## src/rtl/pipe_stall_ctrl_pkg.sv

```systemverilog
// Shared definitions for the IF/ID stall controller: instruction encodings,
// FSM state encoding and the per-cycle pipeline action.
package pipe_stall_ctrl_pkg;

  localparam logic [6:0] OPC_LOAD   = 7'b0000011;
  localparam logic [6:0] OPC_OP_IMM = 7'b0010011;
  localparam logic [6:0] OPC_BRANCH = 7'b1100011;
  localparam logic [6:0] OPC_JALR   = 7'b1100111;

  // addi x0, x0, 0
  localparam logic [31:0] NOP_INSTR = {12'd0, 5'd0, 3'b000, 5'd0, OPC_OP_IMM};

  typedef enum logic [1:0] {
    ST_RUN,
    ST_LD_BUBBLE,
    ST_MEM_WAIT,
    ST_REPLAY
  } state_e;

  typedef enum logic [1:0] {
    ACT_ADVANCE,
    ACT_FREEZE,
    ACT_FLUSH,
    ACT_LD_STALL
  } act_e;

  function automatic logic is_redirect_op(input logic [31:0] instr);
    return (instr[6:0] == OPC_BRANCH) || (instr[6:0] == OPC_JALR);
  endfunction

  function automatic logic is_load_op(input logic [31:0] instr);
    return instr[6:0] == OPC_LOAD;
  endfunction

endpackage

```

## src/rtl/pipe_stall_ctrl_sat_counter.sv

```systemverilog
// Saturating up-counter: sticks at all-ones instead of wrapping.
module sat_counter #(
  parameter int unsigned W = 16
) (
  input  logic         clk,
  input  logic         rst,
  input  logic         inc,
  output logic [W-1:0] cnt
);

  always_ff @(posedge clk or negedge rst) begin
    if (!rst) begin
      cnt <= '0;
    end else if (inc && (cnt != '1)) begin
      cnt <= cnt + 1'b1;
    end
  end

endmodule

```

## src/rtl/pipe_stall_ctrl.sv

```systemverilog
// IF/ID register owner: arbitrates memory freeze, branch redirect and load-use
// stall into fetch/pipeline enables, replaying redirects that land during a freeze.
module pipe_stall_ctrl
  import pipe_stall_ctrl_pkg::*;
#(
  parameter int unsigned XLEN  = 32,
  parameter logic [31:0] NOP   = NOP_INSTR,
  parameter int unsigned CNT_W = 16
) (
  input  logic             clk,
  input  logic             rst,
  input  logic [XLEN-1:0]  if_pc,
  input  logic [31:0]      if_instr,
  input  logic             if_valid,
  input  logic             load_use_stall,
  input  logic             redirect_valid,
  input  logic [XLEN-1:0]  redirect_pc,
  input  logic             mem_busy,
  output logic [XLEN-1:0]  id_pc,
  output logic [31:0]      id_instr,
  output logic             id_valid,
  output logic             pc_hold,
  output logic             pc_load,
  output logic [XLEN-1:0]  pc_load_addr,
  output logic             idex_bubble,
  output logic             idex_hold,
  output logic             exmem_hold,
  output logic [CNT_W-1:0] stall_cnt,
  output logic [CNT_W-1:0] flush_cnt
);

  state_e          state_q, state_d;
  act_e            act;
  logic            pending_q;
  logic [XLEN-1:0] pending_pc_q;
  logic            replay_flush;
  logic            stall_inc;
  logic            flush_inc;

  always_ff @(posedge clk or negedge rst) begin
    if (!rst) begin
      state_q <= ST_RUN;
    end else begin
      state_q <= state_d;
    end
  end

  // Release from MEM_WAIT with a captured redirect advances once and lets
  // REPLAY issue the flush; live redirects on that cycle lose to the pending one.
  always_comb begin
    state_d = ST_RUN;
    act     = ACT_ADVANCE;
    case (state_q)
      ST_REPLAY: begin
        if (mem_busy) begin
          act     = ACT_FREEZE;
          state_d = ST_REPLAY;
        end else begin
          act     = ACT_FLUSH;
        end
      end
      default: begin
        if (mem_busy) begin
          act     = ACT_FREEZE;
          state_d = ST_MEM_WAIT;
        end else if ((state_q == ST_MEM_WAIT) && pending_q) begin
          state_d = ST_REPLAY;
        end else if (redirect_valid) begin
          act     = ACT_FLUSH;
        end else if (load_use_stall && (state_q != ST_LD_BUBBLE)) begin
          act     = ACT_LD_STALL;
          state_d = ST_LD_BUBBLE;
        end
      end
    endcase
  end

  assign replay_flush = (act == ACT_FLUSH) && (state_q == ST_REPLAY);
  assign stall_inc    = (act == ACT_FREEZE) || (act == ACT_LD_STALL);
  assign flush_inc    = (act == ACT_FLUSH);

  always_comb begin
    pc_hold      = (act == ACT_FREEZE) || (act == ACT_LD_STALL);
    pc_load      = (act == ACT_FLUSH);
    pc_load_addr = '0;
    if (act == ACT_FLUSH) begin
      pc_load_addr = replay_flush ? pending_pc_q : redirect_pc;
    end
    idex_bubble  = (act == ACT_FLUSH) || (act == ACT_LD_STALL);
    idex_hold    = (act == ACT_FREEZE);
    exmem_hold   = (act == ACT_FREEZE);
  end

  always_ff @(posedge clk or negedge rst) begin
    if (!rst) begin
      id_pc        <= '0;
      id_instr     <= NOP;
      id_valid     <= 1'b0;
      pending_q    <= 1'b0;
      pending_pc_q <= '0;
    end else begin
      case (act)
        ACT_ADVANCE: begin
          id_pc    <= if_pc;
          id_instr <= if_instr;
          id_valid <= if_valid;
        end
        ACT_FLUSH: begin
          id_pc    <= '0;
          id_instr <= NOP;
          id_valid <= 1'b0;
        end
        default: ;
      endcase
      if (replay_flush) begin
        pending_q <= 1'b0;
      end else if ((act == ACT_FREEZE) && redirect_valid && !pending_q) begin
        pending_q    <= 1'b1;
        pending_pc_q <= redirect_pc;
      end
    end
  end

  sat_counter #(.W(CNT_W)) u_stall_cnt (
    .clk (clk),
    .rst (rst),
    .inc (stall_inc),
    .cnt (stall_cnt)
  );

  sat_counter #(.W(CNT_W)) u_flush_cnt (
    .clk (clk),
    .rst (rst),
    .inc (flush_inc),
    .cnt (flush_cnt)
  );

endmodule
```

## config.mk

```make
export PLATFORM = sky130hd
export DESIGN_NAME = pipe_stall_ctrl
export DESIGN_NICKNAME = d
export VERILOG_FILES = /design/src/rtl/pipe_stall_ctrl_pkg.sv /design/src/rtl/pipe_stall_ctrl_sat_counter.sv /design/src/rtl/pipe_stall_ctrl.sv
export SDC_FILE = /design/constraint.sdc
export NUM_CORES = 1
export LEC_CHECK = 0
export ABC_AREA = 1
export BUFFER_PORTS_ARGS = -buffer_cell sky130_fd_sc_hd__buf_2
export CELL_PAD_IN_SITES_DETAIL_PLACEMENT = 1
export CELL_PAD_IN_SITES_GLOBAL_PLACEMENT = 1
export CORE_MARGIN = 8
export CORE_UTILIZATION = 35
export CTS_BUF_LIST = sky130_fd_sc_hd__clkbuf_4 sky130_fd_sc_hd__clkbuf_8
export DETAILED_ROUTE_END_ITERATION = 12
export PLACE_DENSITY = 0.77
export SLEW_MARGIN = 20
export SYNTH_ARGS = -nofsm -noshare
export SYNTH_HDL_FRONTEND = slang
export SYNTH_HIERARCHICAL = 1
export SYNTH_SLANG_ARGS = --single-unit
```

## constraint.sdc

```tcl
create_clock -name clk -period 3 [get_ports clk]
set_clock_uncertainty 0.05 [all_clocks]
set_input_delay 0.6 -clock clk [delete_from_list [all_inputs] [get_ports clk]]
set_output_delay 0.6 -clock clk [all_outputs]
set_load 0.05 [all_outputs]
```

# == Word-level counts from Yosys, hierarchy flattened ==
# Index checks and enable logic that the tools add are counted.
# totals
reg_bits,132
latchBits,0
ramBits,0
rom_bits,0
inputBits,102
output_inout_bits,134
elab_cells,52
memories,0
# op_classes
n_addsub,2
mul,0
div,0
magnitude_cmp,0
n_eq_ne,8
shifts,0
n_mux,19
bitwise_logic,1
n_reduce_logical,14
# op_table
cell,count
case mux 32 bit (2 select lines),2
two-way mux 32 bit,2
"adder 16 x 1 -> 16 bit, second input constant",2
"!= test 16 bit, second input constant",2
two-way mux 2 bit,10
"== test 2 bit, second input constant",4
logical AND 1 bit,7
two-way mux 1 bit,4
nonzero test 2 bit,2
"== test 2 x 1 -> 1 bit, second input constant",1
zero test 2 bit,1
logical OR 1 bit,2
"!= test 2 x 1 -> 1 bit, second input constant",1
case mux 1 bit (2 select lines),1
AND reduction 2 bit,1
zero test 1 bit,1
inverter 1 bit,1

# == Logic depth before layout (Yosys ltp) ==
# logic_depth
word_depth,12
mapped_depth,17
mapped_depth_nobuf,16

# == By module ==
# The synthesis kept the hierarchy.
# modules_own_cells
mod,instances,cells_per_inst,area_each_um2,seq_area_each_um2
pipe_stall_ctrl,1,486,4439.3,2506.2
sat_counter,2,149,1058.5,400.4

# == Worst setup path before layout ==
# OpenSTA, ideal clock, no wires.
# synth_timing
kind,input port to output port
start,in mem_busy
end,out pc_load_addr[22]
arrival_ps,2075
required_ps,2350
path_slack_ps,275
cell_stages,6
n_path_buf,1
cell_sequence,nor2_4 inv_2 nand2_4 nand2_2 buf_2 a21oi_1
# synth_via
elab_chain_cells,6
word_cells_on_any_way,7
cone_classes,1 x eq/ne; 5 x mux; 1 x reduce/logical
# synth_rtl
item,line,rtl
start: declaration,pipe_stall_ctrl.sv:18,"input logic mem_busy,"
two-way mux 2 bit (on tied branches),"pipe_stall_ctrl.sv:63, pipe_stall_ctrl.sv:55",
two-way mux 2 bit *,pipe_stall_ctrl.sv:53,case (state_q)
== test 2 bit *,"pipe_stall_ctrl.sv:78, pipe_stall_ctrl.sv:86",
logical AND 1 bit,pipe_stall_ctrl.sv:78,assign replay_flush = (act == ACT_FLUSH) && (state_q == ST_REPLAY);
two-way mux 32 bit,pipe_stall_ctrl.sv:87,pc_load_addr = replay_flush ? pending_pc_q : redirect_pc;
two-way mux 32 bit *,pipe_stall_ctrl.sv:86,if (act == ACT_FLUSH) begin
end: declaration,pipe_stall_ctrl.sv:24,"output logic [XLEN-1:0] pc_load_addr,"
# Mark *: on every way between the ends. The rest lies on a longest branch, timed or not.

# == Final worst setup path ==
# layout_timing
start,reg state_q[1]
end,out pc_load_addr[5]
# layout_via
elab_chain_cells,11
word_cells_on_any_way,14
cone_classes,4 x eq/ne; 7 x mux; 3 x reduce/logical
# layout_rtl
item,line,rtl
start: declaration,pipe_stall_ctrl.sv:32,"state_e state_q, state_d;"
start signal: assignment,pipe_stall_ctrl.sv:44,state_q <= state_d;
!= test 2 x 1 -> 1 bit,pipe_stall_ctrl.sv:70,end else if (load_use_stall && (state_q != ST_LD_BUBBLE)) begin
logical AND 1 bit,pipe_stall_ctrl.sv:70,
two-way mux 2 bit,pipe_stall_ctrl.sv:70,
two-way mux 2 bit,pipe_stall_ctrl.sv:68,end else if (redirect_valid) begin
two-way mux 2 bit,pipe_stall_ctrl.sv:66,end else if ((state_q == ST_MEM_WAIT) && pending_q) begin
two-way mux 2 bit,pipe_stall_ctrl.sv:63,if (mem_busy) begin
two-way mux 2 bit,pipe_stall_ctrl.sv:53,
== test 2 bit,"pipe_stall_ctrl.sv:78, pipe_stall_ctrl.sv:86",
logical AND 1 bit,pipe_stall_ctrl.sv:78,
two-way mux 32 bit,pipe_stall_ctrl.sv:87,
two-way mux 32 bit *,pipe_stall_ctrl.sv:86,
# Marks and branches as above.

==> qor.log <==
[cells_and_area] non-filler instance count after layout 1259
[detailed_routing] aggregate routed wire length 21200 um
[floorplanning] starting utilization of the core area 35.41%
[sta] RSZ-0062 raised after global routing false
[floorplanning] Die Wd 152.9 um
[floorplanning] FP Rows 50
[job] number of max-capacitance violations reported 0
[global_route] vias in the first global route 6691
[synth] sequential fraction of the synthesis area 50.44%
[floorplanning] vertical extent of the die 152.9 um
[cells_and_area] proportion of layout cells with a drive suffix above 1 34.34%
[synth] register bit total from synthesis 132
[floorplanning] overall die area 0.02337 mm2
[clock_tree] H-Tree Level Count 4
[clock_tree] # clock sinks 132
[place] placement-stage cell area 0.007900 mm2
[sta] Final Hold Violating Endpoints 0
[floorplanning] Ports 236
[sta] Slew Limit Fails 0
[clock_tree] hold buffer count at CTS 0
[global_route] maximum number of pins on one net before global-route repair 66
[synth] Synth Cell Area 0.006556 mm2
[setup_path] sort of element at the start of the critical path flip-flop
[pwr] Max VDD drop 584.7 uV
[clock_tree] number of buffers created by CTS 17
[sta] final period demand of the worst path 2.734 ns
[synth] cell accounting for the most synthesized area sky130_fd_sc_hd__dfrtp_1
[synth] area fraction of the dominant cell type after synthesis 49.24%
[setup_path] arrival time reported for the critical path endpoint 2.08 ns
[synth] Post-Synthesis Net Count 888
[detailed_routing] DR vias 6114
[clock_tree] clock tree from TritonCTS built
[sta] Post-Route Setup TNS 0 ns
[detailed_routing] vias per inst 4.856
[setup_path] category of the worst setup path capture point output pin
[global_route] combined global-route utilization of all metal layers 18.42%
[detailed_routing] detail-routed net length per standard cell 16.84 um
[setup_path] largest fanout on the critical path 32
[place] Inst Count DP 1227
[detailed_routing] DRC violation count after routing 0
[global_route] Congestion Overflow GR 0
[pwr] power density over the cells 955.0 mW/mm2
[synth] Mapped Cells 784
[detailed_routing] Starting DRT DRC Count 199
[sta] slew at the pin closest to its max-slew limit 0.6234 ns
[place] total half-perimeter wirelength after legalization and detailed placement 15730 um
[cells_and_area] Net count, final 1116
[cells_and_area] post-route cell area 0.008337 mm2
[synth] count of cell types in the netlist 26
[clock_tree] PostCTS Resize Cnt 0
[pwr] static power due to leakage 4.469 nW
[floorplanning] area of the core 0.01852 mm2
[setup_path] critical path type flip-flop to output pin
[place] number of buffers inserted by port buffering 235
[global_route] antenna violations before repair 3
[cells_and_area] diode insertion count for antenna repair 0
[clock_tree] clock root buffer sky130_fd_sc_hd__clkbuf_8
[place] routability-driven placement congestion ratio 0.7818
[synth] number of warning messages in the yosys log 6
[clock_tree] maximum count of clock buffers along a single path 2
[clock_tree] CTS clk-pin slew, worst paths 0.10 ns
[cells_and_area] area growth from synthesis to layout 27.16%
[detailed_routing] router iterations before antenna repair 4
[sta] Max-slew headroom 58.44%
[sta] final count of negative-setup-slack endpoints 0
[synth] ranking of synthesized cells by area sky130_fd_sc_hd__dfrtp_1, sky130_fd_sc_hd__nand2_1, sky130_fd_sc_hd__nand3_1
[status] run status complete, no violations
[sta] achievable clock frequency 0.3657 GHz
[clock_tree] clk_lat worst skew 0.44 ns
[worst_hold_path] kind of path behind the tightest hold check input port to async pin
[clock_tree] Post CTS Setup Buffer Count 0
[synth] mean instance size in the synthesized netlist 8.363 um2
[setup_path] Req. time, crit path 2.35 ns
[sta] ratio of final minimum period to clock period 91.14%
[global_route] wire length of the first global-routing pass 34930 um
[detailed_routing] number of routed nets with antenna violations 0
==> logic make-up after synthesis <==
group | share of synthesized area [%]
AND/OR/NAND/NOR | 31.62
multiplexers | 5.496
XOR/XNOR | 1.603
flip-flops | 50.44
adder cells (fa/ha/maj) | 0.3816
buffers and inverters | 5.954
AO/OA/AOI/OAI | 4.504
==> final timing paths <==
kind                             start              end  slack [ns]  cells past startpoint
max                         state_q[1]  pc_load_addr[5]        0.27                      9
min                                rst        id_pc[27]        0.07                      1
max reg2reg                 state_q[0]        id_pc[17]        0.90                      8
min reg2reg                id_instr[4]      id_instr[4]        0.42                      2
max in group asynchronous          rst     id_instr[24]        2.15                      2
min in group clk             if_pc[23]        id_pc[23]        0.32                      3
==> where the power goes <==
group	internal [W]	switching [W]
clock network	0.000871	0.000800
registers	0.00237	0.000408
logic	0.000880	0.00263
total	0.00413	0.00384
==> metrics by stage <==
stage / setup slack, ns / power [W] / util (%) / hold slack [ns]
finish: 0.2657 / 0.007962 / 45.02 / 0.07265
global route: 0.06896 / 0.008422 / 45.02 / 0.1099
CTS: 0.2026 / 0.008072 / 45.02 / 0.07914
detailed placement: 0.4236 / 0.006363 / 42.66 / 0.4073
global placement: 0.5203 / 0.006277 / 42.66 / 0.4067
floorplan: 0.2746 / 0.005398 / - / 0.2544
==> placed cells by master, fill, tap and decap left out, types with 18 or more instances in the layout <==
master,netlist,layout
sky130_fd_sc_hd__o21ai_0,19,19
sky130_fd_sc_hd__inv_1,30,30
sky130_fd_sc_hd__nand3_1,77,77
sky130_fd_sc_hd__mux2_2,32,32
sky130_fd_sc_hd__buf_2,12,234
sky130_fd_sc_hd__dfrtp_1,129,129
sky130_fd_sc_hd__clkbuf_8,0,18
sky130_fd_sc_hd__nand2_1,330,330
sky130_fd_sc_hd__a21oi_1,33,33
sky130_fd_sc_hd__nor2_1,31,31
==> synth_stat cells <==
master / count
sky130_fd_sc_hd__mux2_2: 32
sky130_fd_sc_hd__ha_1: 2
sky130_fd_sc_hd__buf_1: 1
sky130_fd_sc_hd__nand2_1: 330
sky130_fd_sc_hd__inv_1: 30
sky130_fd_sc_hd__a21oi_1: 33
sky130_fd_sc_hd__nand3_2: 1
sky130_fd_sc_hd__nand3_1: 77
sky130_fd_sc_hd__o21ai_2: 4
sky130_fd_sc_hd__buf_2: 12
sky130_fd_sc_hd__clkbuf_1: 6
sky130_fd_sc_hd__buf_4: 11
sky130_fd_sc_hd__xnor2_1: 10
sky130_fd_sc_hd__buf_6: 8
sky130_fd_sc_hd__xor2_1: 2
sky130_fd_sc_hd__nor2_4: 10
sky130_fd_sc_hd__inv_2: 5
sky130_fd_sc_hd__nor2_1: 31
sky130_fd_sc_hd__nand2_4: 1
sky130_fd_sc_hd__o21ai_0: 19
sky130_fd_sc_hd__nand4_1: 10
sky130_fd_sc_hd__nand4_4: 2
sky130_fd_sc_hd__dfrtp_1: 129
sky130_fd_sc_hd__nor2_2: 6
sky130_fd_sc_hd__dfstp_2: 3
sky130_fd_sc_hd__nand2_2: 9
==> final cells by class <==
| cell class | instances | area (um2) |
|---|---|---|
| Inverter | 35 | 131.4 |
| Tap cell | 234 | 292.8 |
| Multi-Input combinational cell | 579 | 2859 |
| Clock buffer | 18 | 247.7 |
| Timing Repair Buffer | 247 | 1310 |
| Sequential cell | 132 | 3307 |
| Fill cell | 2365 | 10180 |
| Clock inverter | 14 | 188.9 |
==> sequential cells by signal, indices dropped and copies added, names as in the netlist <==
signal	flops
state_q	2
id_pc	32
id_instr	32
pending_pc_q	32
u_stall_cnt/cnt	16
id_valid	1
pending_q	1
u_flush_cnt/cnt	16
==> worst max-delay path: stages (launching register included) <==
cell,delay (ns)
sky130_fd_sc_hd__dfrtp_1,0.40
sky130_fd_sc_hd__nand2_1,0.10
sky130_fd_sc_hd__nor2_1,0.05
sky130_fd_sc_hd__nor2_1,0.13
sky130_fd_sc_hd__nand2_1,0.10
sky130_fd_sc_hd__nand2_4,0.11
sky130_fd_sc_hd__nand2_2,0.06
sky130_fd_sc_hd__buf_4,0.23
sky130_fd_sc_hd__a21oi_1,0.16
sky130_fd_sc_hd__buf_2,0.29
==> routing by layer <==
layer	up-vias	GRT usage, %	part of all wire [%]
li1	2956	-	-
met1	2964	21.33	43
met2	154	31.23	49
met3	34	5.977	6.0
met4	6	7.116	2.2
met5	-	0	0.16
(Power assumes the default switching activity.)
